### src/rtl/mem_arb_pkg.sv
// Shared types and constants for the two-master memory bus arbiter.
package mem_arb_pkg;

  localparam int NUM_MASTERS = 2;
  localparam logic [31:0] ERR_RDATA_DEFAULT = 32'hDEADBEEF;

  typedef enum logic [1:0] {
    ARB_IDLE = 2'd0,
    ARB_BUSY = 2'd1,
    ARB_DONE = 2'd2
  } arb_state_t;

  // One captured request as forwarded to the slave
  typedef struct packed {
    logic        instr;
    logic [31:0] addr;
    logic [31:0] wdata;
    logic [3:0]  wstrb;
  } mem_req_t;

  // Width of a counter able to hold values 0..limit
  function automatic int unsigned tmo_width(input int unsigned limit);
    int unsigned w;
    w = $clog2(limit + 1);
    return (w < 1) ? 1 : w;
  endfunction

endpackage

### src/rtl/mem_arb_rr_pick.sv
// Combinational 2-way round-robin picker: a tie goes to the master that
// did not own the previous transaction; a lone request always wins.
module mem_arb_rr_pick (
  input  logic [1:0] req,
  input  logic       last_grant,
  output logic [1:0] grant
);

  // Resolve the tie against last_grant, otherwise pass the lone request through
  always_comb begin
    grant = 2'b00;
    if (req == 2'b11) begin
      grant = last_grant ? 2'b01 : 2'b10;
    end else begin
      grant = req;
    end
  end

endmodule

### src/rtl/mem_bus_arbiter.sv
// Two-master arbiter in front of one picorv32-style native memory port.
// One whole transaction is granted at a time (IDLE -> BUSY -> DONE).
// Optional slave-response timeout: define MEM_ARB_TIMEOUT_EN.
module mem_bus_arbiter
  import mem_arb_pkg::*;
#(
  parameter int unsigned TIMEOUT_CYCLES = 256,
  parameter logic [31:0] ERR_RDATA      = ERR_RDATA_DEFAULT
) (
  input  logic        clk,
  input  logic        resetn,
  input  logic        m0_valid,
  input  logic        m0_instr,
  input  logic [31:0] m0_addr,
  input  logic [31:0] m0_wdata,
  input  logic [3:0]  m0_wstrb,
  output logic        m0_ready,
  output logic [31:0] m0_rdata,
  input  logic        m1_valid,
  input  logic        m1_instr,
  input  logic [31:0] m1_addr,
  input  logic [31:0] m1_wdata,
  input  logic [3:0]  m1_wstrb,
  output logic        m1_ready,
  output logic [31:0] m1_rdata,
  output logic        s_valid,
  output logic        s_instr,
  output logic [31:0] s_addr,
  output logic [31:0] s_wdata,
  output logic [3:0]  s_wstrb,
  input  logic        s_ready,
  input  logic [31:0] s_rdata,
  output logic [1:0]  grant,
  output logic        timeout_err
);

  arb_state_t             state_reg;
  logic                   last_grant_reg;
  logic [NUM_MASTERS-1:0] grant_reg;
  logic                   s_valid_reg;
  mem_req_t               s_req_reg;

  logic [NUM_MASTERS-1:0] m_valid;
  mem_req_t               m_req [NUM_MASTERS];
  logic [NUM_MASTERS-1:0] pick_grant;
  mem_req_t               win_req;

  logic                   timeout_hit;
  logic                   complete;
  logic [31:0]            rsp_data;

  logic [NUM_MASTERS-1:0] rsp_ready_reg;
  logic [31:0]            rsp_rdata_reg [NUM_MASTERS];

  assign m_valid  = {m1_valid, m0_valid};
  assign m_req[0] = '{instr: m0_instr, addr: m0_addr, wdata: m0_wdata, wstrb: m0_wstrb};
  assign m_req[1] = '{instr: m1_instr, addr: m1_addr, wdata: m1_wdata, wstrb: m1_wstrb};

  mem_arb_rr_pick u_pick (
    .req        (m_valid),
    .last_grant (last_grant_reg),
    .grant      (pick_grant)
  );

  assign win_req  = pick_grant[1] ? m_req[1] : m_req[0];

  // A BUSY cycle finishes on slave ready, or on timeout when enabled;
  // s_ready seen on the limit cycle still counts as a normal completion.
  assign complete = (state_reg == ARB_BUSY) && (s_ready || timeout_hit);
  assign rsp_data = s_ready ? s_rdata : ERR_RDATA;

  // Transaction FSM: capture winner in IDLE, wait for slave in BUSY, retire in DONE
  always_ff @(posedge clk) begin
    if (!resetn) begin
      state_reg      <= ARB_IDLE;
      last_grant_reg <= 1'b1;
      grant_reg      <= '0;
      s_valid_reg    <= 1'b0;
      s_req_reg      <= '0;
    end else begin
      case (state_reg)
        ARB_IDLE: begin
          if (|m_valid) begin
            s_req_reg   <= win_req;
            s_valid_reg <= 1'b1;
            grant_reg   <= pick_grant;
            state_reg   <= ARB_BUSY;
          end
        end
        ARB_BUSY: begin
          if (complete) begin
            s_valid_reg <= 1'b0;
            state_reg   <= ARB_DONE;
          end
        end
        ARB_DONE: begin
          last_grant_reg <= grant_reg[1];
          grant_reg      <= '0;
          state_reg      <= ARB_IDLE;
        end
        default: begin
          grant_reg   <= '0;
          s_valid_reg <= 1'b0;
          state_reg   <= ARB_IDLE;
        end
      endcase
    end
  end

`ifdef MEM_ARB_TIMEOUT_EN
  localparam int unsigned           TMO_W    = tmo_width(TIMEOUT_CYCLES);
  localparam logic [TMO_W-1:0]      TMO_LAST = TMO_W'(TIMEOUT_CYCLES - 1);

  logic [TMO_W-1:0] tmo_cnt_reg;
  logic             timeout_err_reg;

  // The counter holds the number of BUSY cycles already spent without s_ready
  assign timeout_hit = (state_reg == ARB_BUSY) && !s_ready && (tmo_cnt_reg == TMO_LAST);

  // Count stalled BUSY cycles; zero whenever not BUSY so each grant starts fresh
  always_ff @(posedge clk) begin
    if (!resetn) begin
      tmo_cnt_reg <= '0;
    end else if (state_reg != ARB_BUSY) begin
      tmo_cnt_reg <= '0;
    end else if (!s_ready) begin
      tmo_cnt_reg <= tmo_cnt_reg + 1'b1;
    end
  end

  // Error flag pulses alongside the owner's ready pulse of a timed-out transaction
  always_ff @(posedge clk) begin
    if (!resetn) begin
      timeout_err_reg <= 1'b0;
    end else begin
      timeout_err_reg <= timeout_hit;
    end
  end

  assign timeout_err = timeout_err_reg;
`else
  assign timeout_hit = 1'b0;
  assign timeout_err = 1'b0;
`endif

  // Per-master response registers: one-cycle ready pulse, rdata zero outside it
  for (genvar gi = 0; gi < NUM_MASTERS; gi++) begin : g_rsp
    always_ff @(posedge clk) begin
      if (!resetn) begin
        rsp_ready_reg[gi] <= 1'b0;
        rsp_rdata_reg[gi] <= '0;
      end else if (complete && grant_reg[gi]) begin
        rsp_ready_reg[gi] <= 1'b1;
        rsp_rdata_reg[gi] <= rsp_data;
      end else begin
        rsp_ready_reg[gi] <= 1'b0;
        rsp_rdata_reg[gi] <= '0;
      end
    end
  end

  assign m0_ready = rsp_ready_reg[0];
  assign m0_rdata = rsp_rdata_reg[0];
  assign m1_ready = rsp_ready_reg[1];
  assign m1_rdata = rsp_rdata_reg[1];

  assign s_valid  = s_valid_reg;
  assign s_instr  = s_req_reg.instr;
  assign s_addr   = s_req_reg.addr;
  assign s_wdata  = s_req_reg.wdata;
  assign s_wstrb  = s_req_reg.wstrb;
  assign grant    = grant_reg;

endmodule

### config.mk
export PLATFORM = sky130hd
export DESIGN_NAME = mem_bus_arbiter
export DESIGN_NICKNAME = d
export VERILOG_FILES = /design/src/rtl/mem_arb_pkg.sv /design/src/rtl/mem_arb_rr_pick.sv /design/src/rtl/mem_bus_arbiter.sv
export SDC_FILE = /design/constraint.sdc
export NUM_CORES = 1
export LEC_CHECK = 0
export CORE_ASPECT_RATIO = 0.5
export CORE_MARGIN = 3
export CORE_UTILIZATION = 39
export CTS_CLUSTER_SIZE = 24
export DETAILED_ROUTE_END_ITERATION = 8
export GPL_ROUTABILITY_DRIVEN = 0
export HOLD_SLACK_MARGIN = 0.05
export PLACE_DENSITY = 0.8
export REMOVE_ABC_BUFFERS = 1
export SYNTH_ARGS = -nofsm -noshare
export SYNTH_HDL_FRONTEND = slang
export SYNTH_SLANG_ARGS = --single-unit
export TNS_END_PERCENT = 30
### constraint.sdc
create_clock -name clk -period 1.6 [get_ports clk]
set_input_delay 0.32 -clock clk [delete_from_list [all_inputs] [get_ports clk]]
set_output_delay 0.32 -clock clk [all_outputs]
set_load 0.01 [all_outputs]
==> results of run 1 <==
==> worst reg2reg max path: stages, from the launching register on <==
cell and delay, ps:
dfxtp_1 370, inv_2 100, buf_4 370, a21oi_1 150
a311oi_1 290
==> kinds of logic (layout without fill, tap and decap cells) <==
group | after synthesis | count (layout) | share of synthesized area (%)
and+or+nand+nor | 242 | 242 | 16.8
DFF | 141 | 141 | 59.2
buffers and inverters | 63 | 382 | 5.01
AOI/OAI and AO/OA | 150 | 150 | 18.8
other | 2 | 65 | 0.128
==> metal layers <==
layer | vias to the layer above | wire length (µm) | track usage, %
met5 | - | 0 | 0
met4 | 0 | 487 | 7.46
met3 | 35 | 1430 | 5.32
met2 | 231 | 9990 | 40.5
met1 | 2772 | 7350 | 25.8
li1 | 2788 | - | -
==> metrics by stage <==
stage / setup WS, ps / util (%) / TNS, ps / cells / hold slack (ps)
floorplan: -2020 / - / -138490 / 605 / 396
global placement: -248 / 67.9 / -17260 / 1140 / 488
detailed placement: -311 / 67.9 / -20110 / 1140 / 491
CTS: 0.373 / 70.9 / 0 / 1172 / 473
global route: 3.88 / 71.2 / 0 / 1172 / 492
finish: 40.7 / 71.2 / 0 / 1172 / 486
==> area by class of cell <==
| type | count | area share, % |
|---|---|---|
| Sequential cell | 141 | 34.6 |
| Timing Repair Buffer | 343 | 33.7 |
| Multi-Input combinational cell | 457 | 23.3 |
| Clock buffer | 18 | 4.28 |
| Tap cell | 192 | 2.40 |
| Clock inverter | 14 | 1.50 |
| Inverter | 7 | 0.262 |
==> Yosys cell counts <==
library cell / n
inv_1: 5
buf_1: 1
a21bo_2: 1
a211oi_1: 1
nand2_1: 148
a2111oi_0: 1
buf_4: 2
o21ai_0: 3
o22ai_1: 1
edfxtp_1: 64
nor3_1: 2
and4b_1: 1
buf_6: 4
and3_1: 1
dfxtp_1: 77
o211ai_1: 1
inv_2: 2
nor2b_1: 24
a22oi_1: 1
buf_2: 15
a311oi_1: 59
clkbuf_1: 34
and2_1: 1
a21oi_1: 70
nor2_1: 65
conb_1: 2
a311oi_2: 10
a21boi_2: 1
o21ba_1: 1
==> where the power goes <==
group	switching, mW	total [mW]	internal [mW]
Sequential	0.120	4.15	4.03
Clock	1.73	3.82	2.09
Combinational	0.860	1.85	0.986
Total	2.71	9.82	7.10
==> worst max-delay path by stage <==
stage | start | cells past startpoint | end
finish | rsp_rdata_reg[0][6]$_SDFFCE_PP0P_ | 1 | m0_rdata[6]
global route | m0_valid | 6 | s_addr[3]$_SDFFE_PN0P_
CTS | rsp_rdata_reg[1][21]$_SDFFCE_PP0P_ | 1 | m1_rdata[21]
detailed placement | m0_valid | 6 | s_wdata[30]$_SDFFE_PN0P_
global placement | m0_valid | 6 | s_addr[28]$_SDFFE_PN0P_
floorplan | state_reg[0]$_SDFFE_PN0P_ | 3 | s_wdata[14]$_SDFFE_PN0P_
==> flow_summary.json, run 1 <==
{
  "grt_overflow": 0,
  "vias": 5826,
  "critPathLaunchType": "flop",
  "leakagePower_nw": 4.47,
  "slew_violations": 0,
  "wirelength_mm": 19.3,
  "max_cap_viol_count": 0,
  "ant_nets": 0,
  "die_h_um": 92.6,
  "io_buffers": 312,
  "post_drt_via_cell_ratio": 4.97,
  "clock-sinks": 141,
  "cp.arrival_ps": 1240,
  "clock-root-buffer": "clkbuf_16",
  "register_area_um2": 3460,
  "synth_top_area_share_pct": 32.9,
  "grt_first_pass_wirelength_mm": 29.5,
  "drtPass1Iterations": 5,
  "yosysTopAreaCell": "edfxtp_1",
  "setup_viol": 0,
  "die_area_um2": 16600,
  "fin_total_pwr_mw": 9.82,
  "clk_latency_ps": 410,
  "cp_top_family": "buffers and inverters",
  "status": "finished, final reports clean",
  "finalHoldViolCount": 0,
  "clk_path_buf_depth": 2,
  "yosysUniqueCellTypes": 29,
  "synthesis.area_um2": 5850,
  "period_minus_slack_ps": 1560,
  "layout.nets": 1142,
  "crit_chain": "clkdlybuf4s50_1",
  "slowest_stage": "clkdlybuf4s50_1",
  "nFillCells": 1081,
  "place_area_um2": 9560,
  "grt_pass1_vias": 5832,
  "antenna_cells": 0,
  "cts_setup_buffers": 0,
  "avgSynthCellArea_um2": 9.78,
  "cts_tree": "built",
  "final_cell_mix": "176 x clkdlybuf4s50_1, 148 x nand2_1, 122 x dlygate4sd2_1, 77 x dfxtp_1, 70 x a21oi_1",
  "reg2reg_from": "state_reg[1]$_SDFFE_PN0P_",
  "hold_path_startpoint": "m1_addr[12]",
  "cts_buffers": 17,
  "min_delay_path_depth": 3,
  "post-dp-hpwl_mm": 14.1,
  "drt_iter0_markers": 379,
  "drcViolationCount": 0,
  "multi_input_area_um2": 2340,
  "yosys-top-cells-area": "edfxtp_1 33%, dfxtp_1 26%, nand2_1 9.5%, a311oi_1 8.8%, a21oi_1 6.0%",
  "grt_usage_pct": 22.3,
  "power_density_nw_per_um2": 980,
  "finalCritPeriodShare_pct": 97.5,
  "fmax_ghz": 0.641,
  "die_width_um": 179,
  "r2r_cells": 4,
  "antenna_found_initial": 0,
  "reg2reg_slack_ps": 220,
  "clkTransAtPathRegs_ps": 70,
  "syn_inst": 598,
  "hold_buffers": 0,
  "stdcell_area_um2": 10000,
  "rsz0062_at_grt": "false",
  "synth-seq-cells": 141,
  "path_max_fanout": 1,
  "worst_path_largest_cell_delay_ps": 530,
  "cp.buffers_inverters": 1,
  "rows": 30,
  "synth.yosys.seq_area_share_pct": 59.2,
  "largest_register_ffs": 64,
  "core_area_um2": 14100,
  "holdPathEnd": "s_addr[12]$_SDFFE_PN0P_",
  "ys_warn_count": 0,
  "grt_start_max_net_pins": 44,
  "io_pins": 314,
  "cts_repair_resize_count": 122,
  "rr_endpoint": "s_wdata[31]$_SDFFE_PN0P_",
  "final_common_cell": "clkdlybuf4s50_1",
  "peakVddDrop_mv": 0.804,
  "area_growth_pct": 71.4,
  "htreeDepth": 4,
  "path_class": "reg2out",
  "hold_class": "in2reg",
  "critPathCaptureType": "output port",
  "skew_ps": 12.1,
  "start_util_pct": 41.5,
  "avgRoutedWirePerCell_um": 16.4,
  "worstPathRequired_ps": 1280,
  "layout-drive-gt1-share_pct": 7.96
}
(Power assumes the default switching activity.)
==> run 2, diff against run 1 <==
- HOLD_SLACK_MARGIN: 0.05 -> 0.08
==> results of run 2 <==
Final layout, timing and power as in run 1 (identical DEF).
==> run 3, diff against run 2 <==
- SKIP_LAST_GASP: unset -> 1
==> flow_summary.json, run 3 (synthesized netlist as in run 1, its figures left out) <==
{
  "status": "finished, violations left",
  "violations": "negative setup slack",
  "power_frac_seq_pct": 41.9,
  "rsz0062_at_grt": "true",
  "skew_ps": 10.5,
  "fmax_ghz": 0.620,
  "io_pins": 314,
  "antenna_cells": 0,
  "area_growth_pct": 73.9,
  "clkTransAtPathRegs_ps": 70,
  "finalHoldViolCount": 0,
  "cp_top_family": "buffers and inverters",
  "pwr-share-comb_pct": 19.7,
  "avgRoutedWirePerCell_um": 16.3,
  "period_minus_slack_ps": 1610,
  "fin_tns_setup_ps": -107,
  "core_area_um2": 14100,
  "path_class": "reg2out",
  "layout.nets": 1142,
  "drcViolationCount": 0,
  "post_drt_via_cell_ratio": 4.98,
  "clk_path_buf_depth": 2,
  "post-route-util_pct": 72.2,
  "nFillCells": 1034,
  "worst_path_largest_cell_delay_ps": 550,
  "max_cap_viol_count": 0,
  "sw_frac_of_total_pct": 27.4,
  "die_h_um": 92.6,
  "worstPathRequired_ps": 1280,
  "largest_register_ffs": 64,
  "stdcell_area_um2": 10200,
  "finalCritPeriodShare_pct": 101,
  "setup_viol": 20,
  "pwr-share-clk_pct": 38.4,
  "hold_class": "in2reg",
  "grt_start_max_net_pins": 44,
  "cts_buffers": 17,
  "worst_slack_ps": -12.1,
  "cp.arrival_ps": 1290,
  "critPathLaunchType": "flop",
  "final_cell_mix": "246 x clkdlybuf4s50_1, 148 x nand2_1, 77 x dfxtp_1, 70 x a21oi_1",
  "layoutNonFillerInstCount": 1172,
  "htreeDepth": 4,
  "grt_usage_pct": 22.2,
  "wirelength_mm": 19.1,
  "die_width_um": 179,
  "peakVddDrop_mv": 0.805,
  "critPathCaptureType": "output port",
  "ant_nets": 0,
  "drtPass1Iterations": 4,
  "post-dp-hpwl_mm": 14.1,
  "grt_overflow": 0,
  "slew_violations": 0,
  "drt_iter0_markers": 397,
  "io_buffers": 312,
  "grt_first_pass_wirelength_mm": 29.4,
  "cp.buffers_inverters": 1,
  "grt_pass1_vias": 5830,
  "cts_tree": "built",
  "vias": 5831,
  "fin_total_pwr_mw": 9.93,
  "slowest_stage": "clkdlybuf4s50_1",
  "path_max_fanout": 2,
  "antenna_found_initial": 0,
  "hold_ws_ps": 482,
  "clock-root-buffer": "clkbuf_16",
  "clock-sinks": 141,
  "rows": 30,
  "place_area_um2": 9560,
  "start_util_pct": 41.5,
  "final_common_cell": "clkdlybuf4s50_1",
  "p_sw_mw": 2.72,
  "die_area_um2": 16600,
  "dp_cells": 1140,
  "dpl_worst_slack_ps": -311,
  "leakagePower_nw": 4.45,
  "p_int_mw": 7.21,
  "crit_chain": "clkdlybuf4s50_1",
  "power_density_nw_per_um2": 976,
  "clk_latency_ps": 410,
  "layout-drive-gt1-share_pct": 7.96
}
-- run 3: cell count changes in the layout (fill, tap and decap cells not counted), sizes merged --
cell	previous run	this run
clkdlybuf4s50	176	246
dlygate4sd2	122	36
dlymetal6s2s	14	30
-- run 3: metal layers --
metal,vias to the layer above,part of all wire (%),track usage (%)
li1,2789,-,-
met1,2777,38,25.7
met2,235,52,40.5
met3,30,7.6,5.24
met4,0,2.4,7.46
met5,-,0,0
-- run 3: final cells by class --
class                           count  area [µm²]  share of cell area, %
Multi-Input combinational cell    457        2340                   23.0
Tap cell                          192         240                   2.36
Clock buffer                       18         429                   4.22
Clock inverter                     14         150                   1.48
Timing Repair Buffer              343        3520                   34.6
Inverter                            7        26.3                  0.258
Sequential cell                   141        3460                   34.1
-- run 3: timing repair --
item,in CTS,in global routing
hold buffers,0,0
endpoints found under the hold margin,0,0
setup buffers,0,0
endpoints found under the setup margin,122,100
resized for setup,36,30
-- run 3: power by group through the flow --
stage	registers, mW	clock network, mW	logic [mW]
6_report	4.16	3.82	1.96
5_1_grt	4.18	4.06	2.11
4_1_cts	4.16	3.89	1.97
3_5_place_dp	4.24	0	2.02
3_3_place_gp	4.23	0	1.99
2_1_floorplan	4.36	0	0.594
-- run 3: final timing paths --
kind | start | to | slack (ps) | cells past startpoint
max reg2reg | state_reg[1]$_SDFFE_PN0P_ | s_wdata[31]$_SDFFE_PN0P_ | 220 | 4
max | s_wdata[25]$_SDFFE_PN0P_ | s_wdata[25] | -10 | 1
min | m1_addr[12] | s_addr[12]$_SDFFE_PN0P_ | 480 | 3
min reg2reg | s_valid$_SDFFE_PN0P_ | s_valid$_SDFFE_PN0P_ | 500 | 2
-- run 3: worst register-to-register path: cells and delay by family (launching register included) --
family / cells / cell delay [ps]
flops: 1 / 370
compound gates: 2 / 440
buf+inv: 2 / 470
